`src/rtl/mac_pkg.sv`:
```
// mac_pkg: shared width and saturation helpers for the mac_array_acc datapath.
//   prod_w(bw)        - width of one signed lane product, unsigned(bw) x signed(bw)
//   sum_w(bw, lanes)  - width of the signed sum of all lane products
//   sat_hi/sat_lo(w)  - two's-complement limits of a w-bit signed value
package mac_pkg;

  function automatic int prod_w(input int bw);
    return 2 * bw + 1;
  endfunction

  function automatic int sum_w(input int bw, input int lanes);
    return prod_w(bw) + $clog2(lanes);
  endfunction

  function automatic longint sat_hi(input int psum_bw);
    return (longint'(1) <<< (psum_bw - 1)) - longint'(1);
  endfunction

  function automatic longint sat_lo(input int psum_bw);
    return -(longint'(1) <<< (psum_bw - 1));
  endfunction

endpackage

```
`src/rtl/mac_lane.sv`:
```
// mac_lane: one multiplier lane, zero-extended unsigned activation times
// sign-extended signed weight.
//   a    - unsigned activation, bw bits
//   b    - two's-complement weight, bw bits
//   prod - signed product, 2*bw+1 bits (always fits, no truncation loss)
module mac_lane
  import mac_pkg::*;
#(
  parameter int bw = 4
) (
  input  logic [bw-1:0]                a,
  input  logic [bw-1:0]                b,
  output logic signed [prod_w(bw)-1:0] prod
);

  localparam int pw = prod_w(bw);

  logic signed [pw-1:0] a_ext;
  logic signed [pw-1:0] b_ext;

  assign a_ext = {{(pw - bw){1'b0}}, a};
  assign b_ext = {{(pw - bw){b[bw-1]}}, b};
  assign prod  = a_ext * b_ext;

endmodule

```
`src/rtl/mac_array_acc.sv`:
```
// mac_array_acc: pipelined multi-lane multiply-accumulate unit.
// Each accepted beat forms the dot product of `lanes` unsigned activations and
// signed weights (stage S1), then adds it into a group accumulator (stage S2).
// The first beat of a group may seed the accumulator from c_in. One result is
// emitted per group through a valid/ready handshake.
// Ports:
//   clk, reset_n       - clock, synchronous active-low reset
//   in_valid/in_ready  - input beat handshake (in_ready = !stall)
//   in_last            - beat closes its accumulation group
//   a, b               - packed activations (unsigned) / weights (signed), lane i at [i*bw +: bw]
//   c_load, c_in       - seed the accumulator with c_in on a group's first beat
//   out/out_valid/out_ready - result handshake
// Build option: define MAC_SAT_EN to saturate the accumulation instead of wrapping.
module mac_array_acc
  import mac_pkg::*;
#(
  parameter int bw      = 4,
  parameter int psum_bw = 16,
  parameter int lanes   = 4
) (
  input  logic                  clk,
  input  logic                  reset_n,
  input  logic                  in_valid,
  output logic                  in_ready,
  input  logic                  in_last,
  input  logic [lanes*bw-1:0]   a,
  input  logic [lanes*bw-1:0]   b,
  input  logic                  c_load,
  input  logic [psum_bw-1:0]    c_in,
  output logic [psum_bw-1:0]    out,
  output logic                  out_valid,
  input  logic                  out_ready
);

  localparam int pw = prod_w(bw);
  localparam int sw = sum_w(bw, lanes);

  logic stall;
  logic accept;

  assign stall    = out_valid & ~out_ready;
  assign in_ready = ~stall;
  assign accept   = in_valid & in_ready;

  // ---------------- lane multipliers ----------------
  logic signed [pw-1:0] lane_prod [lanes];

  for (genvar i = 0; i < lanes; i++) begin : g_lane
    mac_lane #(.bw(bw)) u_lane (
      .a    (a[i*bw +: bw]),
      .b    (b[i*bw +: bw]),
      .prod (lane_prod[i])
    );
  end

  // ---------------- stage S1 ----------------
  logic signed [pw-1:0]      s1_prod [lanes];
  logic                      s1_valid;
  logic                      s1_last;
  logic                      s1_c_load;
  logic signed [psum_bw-1:0] s1_c_in;

  // A stalled edge holds S1; otherwise the valid bit follows in_valid, which
  // equals accept whenever the unit is not stalled.
  always_ff @(posedge clk) begin
    if (!reset_n) begin
      s1_valid <= 1'b0;
    end else if (!stall) begin
      s1_valid <= in_valid;
    end
  end

  // NOTE: payload registers carry no reset; s1_valid alone qualifies them, so
  // resetting the wide data path would only add reset fan-out.
  always_ff @(posedge clk) begin
    if (accept) begin
      s1_prod   <= lane_prod;
      s1_last   <= in_last;
      s1_c_load <= c_load;
      s1_c_in   <= c_in;
    end
  end

  // ---------------- stage S2: adder tree + accumulate ----------------
  logic signed [sw-1:0]      lane_sum;
  logic signed [psum_bw-1:0] sum_ext;
  logic signed [psum_bw-1:0] base;
  logic signed [psum_bw-1:0] acc;
  logic signed [psum_bw-1:0] result;
  logic                      first;

  // NOTE: blocking assignments here are deliberate: the loop builds the sum
  // sequentially within one evaluation, and the default first prevents latches.
  always_comb begin
    lane_sum = '0;
    for (int i = 0; i < lanes; i++) begin
      lane_sum = lane_sum + sw'(s1_prod[i]);
    end
  end

  assign sum_ext = psum_bw'(lane_sum);
  assign base    = first ? (s1_c_load ? s1_c_in : '0) : acc;

`ifdef MAC_SAT_EN
  localparam logic signed [psum_bw-1:0] sat_max = psum_bw'(sat_hi(psum_bw));
  localparam logic signed [psum_bw-1:0] sat_min = psum_bw'(sat_lo(psum_bw));

  logic signed [psum_bw:0] wide;

  // One guard bit is enough: the top two bits disagree exactly on overflow,
  // and the guard bit gives the true sign.
  assign wide = {base[psum_bw-1], base} + {sum_ext[psum_bw-1], sum_ext};

  always_comb begin
    result = wide[psum_bw-1:0];
    if (wide[psum_bw] != wide[psum_bw-1]) begin
      result = wide[psum_bw] ? sat_min : sat_max;
    end
  end
`else
  assign result = base + sum_ext;
`endif

  always_ff @(posedge clk) begin
    if (!reset_n) begin
      acc       <= '0;
      first     <= 1'b1;
      out       <= '0;
      out_valid <= 1'b0;
    end else if (!stall) begin
      if (s1_valid) begin
        acc   <= result;
        first <= s1_last;
        if (s1_last) begin
          out       <= result;
          out_valid <= 1'b1;
        end else begin
          out_valid <= 1'b0;
        end
      end else begin
        // Not stalled: either nothing was pending or the consumer took it.
        out_valid <= 1'b0;
      end
    end
  end

endmodule

```
`config.mk`:
```
export PLATFORM = sky130hd
export DESIGN_NAME = mac_array_acc
export DESIGN_NICKNAME = d
export VERILOG_FILES = /design/src/rtl/mac_pkg.sv /design/src/rtl/mac_lane.sv /design/src/rtl/mac_array_acc.sv
export SDC_FILE = /design/constraint.sdc
export NUM_CORES = 1
export LEC_CHECK = 0
export BUFFER_PORTS_ARGS = -buffer_cell sky130_fd_sc_hd__buf_2
export CAP_MARGIN = 10
export CORE_UTILIZATION = 43
export DETAILED_ROUTE_END_ITERATION = 8
export PLACE_DENSITY = 0.71
export SLEW_MARGIN = 5
export SYNTH_ARGS = -nofsm -noshare
export SYNTH_HDL_FRONTEND = slang
export SYNTH_SLANG_ARGS = --single-unit
```
`constraint.sdc`:
```
create_clock -name clk -period 7.3 [get_ports clk]
set_input_delay 0.73 -clock clk [delete_from_list [all_inputs] [get_ports clk]]
set_output_delay 0.73 -clock clk [all_outputs]
set_load 0.02 [all_outputs]
```
[Yosys cells after proc, flatten, opt, wreduce, memory -nomap -nowiden]
Cells that the tools add are included.
Word-level totals
  output and inout bits: 18
  ROM bits: 0
  bits in latches: 0
  bits in registers: 89
  logic and storage cells: 30
  input bits: 54
  memories kept: 0
  bits in writable memories: 0
Operators by class
  divide/modulo/power cells: 0
  shift operators: 0
  muxes and demuxes: 4
  equality and inequality tests: 0
  multipliers: 4
  add/sub/neg operators: 4
  order comparisons: 0
  reduce and logical (&&, ||, !) cells: 2
  bitwise logic cells: 4
Operator list (number)
  $mul 5x4->9: 4
  $mux 16: 2
  $add 16x11->16: 1
  $add 10x9->11: 1
  $add 11x9->11: 1
  $add 9x9->10: 1
  $reduce_and 3->1: 1
  $and 1x1->1: 2
  $mux 1: 2
  $not 1->1: 2
  $reduce_and 2->1: 1

[Depth between registers and ports, before layout]
Gate-level depths: netlist (run 1).
  depth after elaboration: 4
  gate-level depth with buffers: 14
  gate-level depth less buffers: 13

[By module]
Synthesis (run 1) repeated with hierarchy kept, for this count alone.
Unflattened totals
  cell total of the unflattened synthesis: 668
  area total of the unflattened synthesis: 6852.8 sq um
Modules (own cells, without submodules)
  mac_array_acc: area an instance 4675.7 sq um, cells an instance 416, seq. area each 2322.2 sq um, times used 1
  mac_lane: area an instance 544.3 sq um, cells an instance 63, seq. area each 0.0 sq um, times used 4

[Worst setup path before layout (run 1)]
No wires, ideal clock.
  path type: register to register
  from: register s1_prod[8] in the netlist's numbering
  to: register out[15]
  stages on the path, launching flop included: 13
  clock period less this slack: 3849 ps
  required time: 7173 ps
  path slack: 3451 ps
  arrival: 3722 ps
  path buffers: 1
  library setup time: 127 ps
  cells stage by stage: edfxtp_1 fa_1 fa_1 inv_1 fa_1 inv_1 ha_1 buf_2 a21o_1 a31o_4 nor2b_4 o211a_1 or3_1
On the way
  cells in the longest elaborated chain, start to end: 2
Ends and longest elaborated chain
  start, declared: line mac_array_acc.sv:57  | logic signed [pw-1:0] s1_prod [lanes];
  start signal, assigned: line mac_array_acc.sv:77  | s1_prod <= lane_prod;
  $add 11x9->11: line mac_array_acc.sv:97  | lane_sum = lane_sum + sw'(s1_prod[i]);
  $add 16x11->16: line mac_array_acc.sv:121  | assign result = base + sum_ext;
  end signal, assigned: line mac_array_acc.sv:135  | out <= result;
  end, declared: line mac_array_acc.sv:30  | output logic [psum_bw-1:0] out,
Every way passes these cells.
A chain may end at the register's enable or synchronous reset.

[Worst setup path after layout (run 1)]
Ends and elaborated chain as after synthesis.

==> impl_metrics.yaml, run 1 <==
route:
  vias_per_cell: 4.90
  drt_iter0_drc: 213
  drc: 0
  wl_mm: 13.1
  wl_per_cell_microns: 13.3
  num_vias: 4828
  antenna_left: 0
  dr.pass1.iters: 5
cts:
  ctsResizeCount: 0
  tritoncts: "built"
  htree_levels: 3
  cts_setup_buffers: 0
  postCtsHoldBufs: 0
  cts_buffer_depth: 2
  path_clk_slew_ps: 70
  clock_latency_ps: 350
  cts_buffers: 9
  clock-sinks: 89
  cts_root_buf: "clkbuf_16"
die:
  dieWidth_microns: 129
  die_h_microns: 129
  start_util_pct: 43.9
  coreArea_sq_um: 15900
  ioPinCount: 72
  dieArea_sq_um: 16700
  rows: 46
sta:
  grt_setup_unrepaired: "false"
  fmax_mhz: 245
  setup_violations: 0
  finalCriticalPeriod_ps: 4090
  slew_headroom_pct: 42.7
  worst_pin_slew_ps: 858
  skew_ps: 8.78
  slew_viol_final: 0
  hold_viol_final: 0
  finalCritPeriodShare_pct: 56.0
  final.setup.tns_ps: 0
min_path:
  hold_class: "reg2reg"
  hold_start: "acc[2]$_SDFFE_PN0P_"
place:
  place_area_sq_um: 7530
  io_buffers: 71
  routabilityCongestion: 0.858
  detailed_place_hpwl_mm: 10.4
setup_path:
  critPathCaptureType: "flip-flop"
  crit_arrival_ps: 4320
  cp_common_cell: "fa_1"
  crit_type: "reg2reg"
  crit_buf_inv: 2
  setup.worst_path.start_class: "flip-flop"
  rr_startpoint: "s1_prod[8]$_DFFE_PP_"
  path_cells: "fa_1 > fa_1 > inv_1 > fa_1 > inv_1 > ha_1 > and3_1 > nand2_1 > a211oi_1 > nor4b_1 > or3_1"
  critPathMaxFanout: 9
  crit_start: "s1_prod[8]$_DFFE_PP_"
  worst_path_dominant_cell_family: "adder cells"
  crit_slowest_cell: "fa_1"
  required_ps: 7530
  max_stage_delay_ps: 600
status:
  outcome: "completed"
synthesis:
  async_reset_ff_share_pct: 0
  ys_warn_count: 0
  synth_edf_count: 54
  ys_seq_area_share_pct: 33.3
  synth_fp_nets: 892
  ys_seq_elements: 89
  synth_cell_type_count: 56
  postSynthCellCount: 700
  synth_top_flop_cell: "edfxtp_1"
  syn_area_per_cell_sq_um: 9.97
  netlist_area_sq_um: 6980
cells_and_area:
  drive_above_1_share_pct: 12.7
  final_cell_area_sq_um: 7800
  final_common_cell: "inv_1"
  n_antenna_cell: 0
  syn2layout_area_growth_pct: 11.7
  final_cell_mix: "140 x inv_1, 85 x ha_1, 71 x buf_2"
  fillerInstances: 1505
  nets: 957
pwr:
  p_leak_uw: 0.00384
  power_density_nw_per_um2: 361
  ir_worst_vdd_v: 0.000228
global_routing:
  antenna_found_initial: 0
  grt_pass1_wl_mm: 22.6
  grt_use_total_pct: 17.3
  grt_pass1_vias: 4739
  grt_max_degree: 55
  grt_overflow: 0
flow_run:
  maxCapViolCount: 0
layer usage:
metal	GRT usage, %	vias to the layer above	wire (microns)	share of wire (%)
met4	5.47	0	187	1.4
met5	0	-	0	0
li1	-	2458	-	-
met2	28.6	116	6150	47
met3	2.31	15	456	3.5
met1	23.5	2239	6280	48
stage by stage:
step / setup slack (ps) / utilization [%] / total power (uW) / std cells / hold slack [ps]
4_1_cts: 3180 / 49.1 / 2820 / 986 / 456
3_5_place_dp: 3210 / 47.4 / 2370 / 970 / 441
3_3_place_gp: 3310 / 47.4 / 2350 / 970 / 433
6_report: 3210 / 49.1 / 2810 / 986 / 455
2_1_floorplan: 3450 / - / 2010 / 700 / 432
5_1_grt: 2880 / 49.1 / 3080 / 986 / 467
synthesized netlist by cell type (all sizes together) (6+ instances only):
| cell type | instances | area (sq um) |
|---|---|---|
| ha | 85 | 1060 |
| clkbuf | 8 | 30.0 |
| or3 | 8 | 50.1 |
| nor2b | 10 | 70.1 |
| a32o | 6 | 60.1 |
| nand2b | 8 | 50.1 |
| xnor2 | 18 | 158 |
| and3 | 7 | 43.8 |
| a21o | 12 | 91.3 |
| nor2 | 20 | 75.1 |
| and2 | 36 | 228 |
| fa | 53 | 1060 |
| inv | 141 | 529 |
| o21ai | 18 | 90.1 |
| nand3 | 14 | 70.1 |
| nand2 | 47 | 176 |
| a21oi | 47 | 246 |
| edfxtp | 54 | 1620 |
| dfxtp | 35 | 701 |
| buf | 11 | 66.3 |
power breakdown:
| part | internal, uW | total (uW) | switching [uW] |
|---|---|---|---|
| Sequential | 647 | 690 | 43.3 |
| Combinational | 656 | 1690 | 1040 |
| Clock | 232 | 427 | 195 |
area by class of cell:
cell class	count	area [sq um]	share of cell area [%]
inverter	141	529	6.79
clock inverter	6	42.5	0.546
sequential	89	2320	29.8
timing repair buffer	73	370	4.75
clock buffer	10	229	2.94
tap	216	270	3.47
multi-input combinational	451	4030	51.7
worst reg2reg max path, delay by kind of cell (launching register included):
kind	cells	cell delay, ps
AO/OA/AOI/OAI	1	400
AND/OR/NAND/NOR	4	810
buffers and inverters	2	230
flip-flops	1	400
adder cells (fa/ha/maj)	4	2130
sequential cells by signal, summed over array words and instances, names as in the netlist:
signal,flops
s1_c_load,1
s1_last,1
first,1
s1_prod,36
acc,16
out_valid,1
s1_c_in,16
s1_valid,1
out,16
worst paths after layout:
kind	end	slack, ps	cells after the start
max reg2reg	out[15]$_SDFFE_PN0P_	3210	11
min	acc[2]$_SDFFE_PN0P_	450	2
min reg2reg	acc[2]$_SDFFE_PN0P_	450	2
max	out[15]$_SDFFE_PN0P_	3210	11
kinds of logic after synthesis:
logic type	after synthesis	synth area share, %
AOI/OAI and AO/OA	121	11.7
xor gates and xnor gates	22	2.76
adders and majority gates	138	30.4
buffers and inverters	160	8.96
DFF	89	33.3
muxes	1	0.143
and+or+nand+nor	169	12.8
Power figures use the tool's default switching activity.
==> run 2: changes to the inputs <==
clock period = 4.2 ns   (was 7.3 ns; I/O delays follow)
==> run 2 against run 1 <==
Register-to-register slack got worse by 3000 ps. Combinational power grew 74%. Total power up 78%. Design area up 0.85%. Largest cell class unchanged.
==> impl_metrics.yaml, run 2 (synthesized netlist as in run 1, its figures left out) <==
die:
  ioPinCount: 72
  rows: 46
  dieWidth_microns: 129
  die_h_microns: 129
  coreArea_sq_um: 15900
  start_util_pct: 43.9
  dieArea_sq_um: 16700
sta:
  worst_pin_slew_ps: 981
  hold_viol_final: 0
  finalCritPeriodShare_pct: 94.5
  grt_setup_unrepaired: "false"
  setup_slack_ps: 232
  slew_viol_final: 0
  final.setup.tns_ps: 0
  hold_slack_ps: 251
  skew_ps: 8.93
  finalCriticalPeriod_ps: 3970
  fmax_mhz: 252
  slew_headroom_pct: 34.6
  setup_violations: 0
pwr:
  intPower_uw: 2800
  combPwrFrac_pct: 58.7
  p_leak_uw: 0.00387
  p_switching_uw: 2210
  power_density_nw_per_um2: 637
  ir_worst_vdd_v: 0.000402
  swShare_pct: 44.2
  power.total_uw: 5010
  clockPowerShare_pct: 17.2
  seqPwrFrac_pct: 24.1
cts:
  clock_latency_ps: 340
  cts_setup_buffers: 0
  tritoncts: "built"
  clock-sinks: 89
  htree_levels: 3
  path_clk_slew_ps: 60
  cts_root_buf: "clkbuf_16"
  cts_buffers: 9
  ctsResizeCount: 0
  cts_buffer_depth: 2
  postCtsHoldBufs: 0
setup_path:
  setup.worst_path.start_class: "flip-flop"
  crit_type: "reg2reg"
  crit_arrival_ps: 4250
  worstRegToRegCells: 11
  critPathMaxFanout: 8
  required_ps: 4480
  critPathCaptureType: "flip-flop"
global_routing:
  grt_use_total_pct: 17.4
  grt_overflow: 0
  grt_pass1_vias: 4756
  grt_max_degree: 42
  grt_pass1_wl_mm: 22.7
  antenna_found_initial: 0
cells_and_area:
  final_cell_area_sq_um: 7860
  drive_above_1_share_pct: 13.4
  fillerInstances: 1485
  nets: 958
  final_cell_mix: "139 x inv_1, 83 x ha_1, 71 x buf_2"
  n_antenna_cell: 0
  largest_reg_flops: 36
  regMostFlops: "s1_prod"
  final_common_cell: "inv_1"
  syn2layout_area_growth_pct: 12.7
place:
  routabilityCongestion: 0.870
  place_area_sq_um: 7530
  detailed_place_hpwl_mm: 10.6
  io_buffers: 71
  place_ws_ps: 118
route:
  wl_per_cell_microns: 13.6
  drc: 0
  drt_iter0_drc: 315
  num_vias: 4892
  wl_mm: 13.4
  antenna_left: 0
  dr.pass1.iters: 5
  vias_per_cell: 4.96
min_path:
  hold_class: "in2reg"
  whs_path_depth: 1
status:
  outcome: "completed"
flow_run:
  maxCapViolCount: 0
==> run 2: metrics by stage <==
stage / std cells / util (%)
final: 987 / 49.5
after global routing: 987 / 49.5
after CTS: 987 / 49.4
after detailed placement: 971 / 47.4
after global placement: 971 / 47.4
after floorplan: 700 / -
==> run 2: area by class of cell <==
type / instances / area, sq um / area share, %
Sequential cell: 89 / 2320 / 29.5
Multi-Input combinational cell: 451 / 4050 / 51.4
Clock inverter: 7 / 93.8 / 1.19
Clock buffer: 9 / 225 / 2.86
Timing Repair Buffer: 74 / 378 / 4.81
Tap cell: 216 / 270 / 3.44
Inverter: 141 / 529 / 6.73
==> run 2: critical path: stages (launching register included) <==
cell and delay (ps):
edfxtp_1 410, fa_1 530, fa_1 610, inv_2 120, fa_1 550, inv_1 50, ha_2 390, nand4_1 220
nor2b_1 240, nand3_1 180, a2111oi_1 430, a311o_1 180
==> run 2: power by group through the flow <==
stage / combinational (uW) / clock (uW) / sequential, uW
6_report: 2940 / 861 / 1210
5_1_grt: 3340 / 914 / 1220
4_1_cts: 2910 / 877 / 1210
3_5_place_dp: 2880 / 0 / 1220
3_3_place_gp: 2840 / 0 / 1220
2_1_floorplan: 2240 / 0 / 1260
==> run 2: final timing paths <==
kind                             start                   end  slack (ps)
setup reg to reg  s1_prod[8]$_DFFE_PP_  acc[12]$_SDFFE_PN0P_         230
setup / recovery  s1_prod[8]$_DFFE_PP_  acc[12]$_SDFFE_PN0P_         230
hold / removal                 c_in[1]  s1_c_in[1]$_DFFE_PP_         250
hold reg to reg   out[10]$_SDFFE_PN0P_  out[10]$_SDFFE_PN0P_         450
==> run 2: layer usage <==
layer	global-route usage (%)	routed length (microns)	vias up
met3	2.52	571	20
met4	5.27	230	0
li1	-	-	2453
met5	0	0	-
met1	23.2	6240	2285
met2	29.4	6390	134
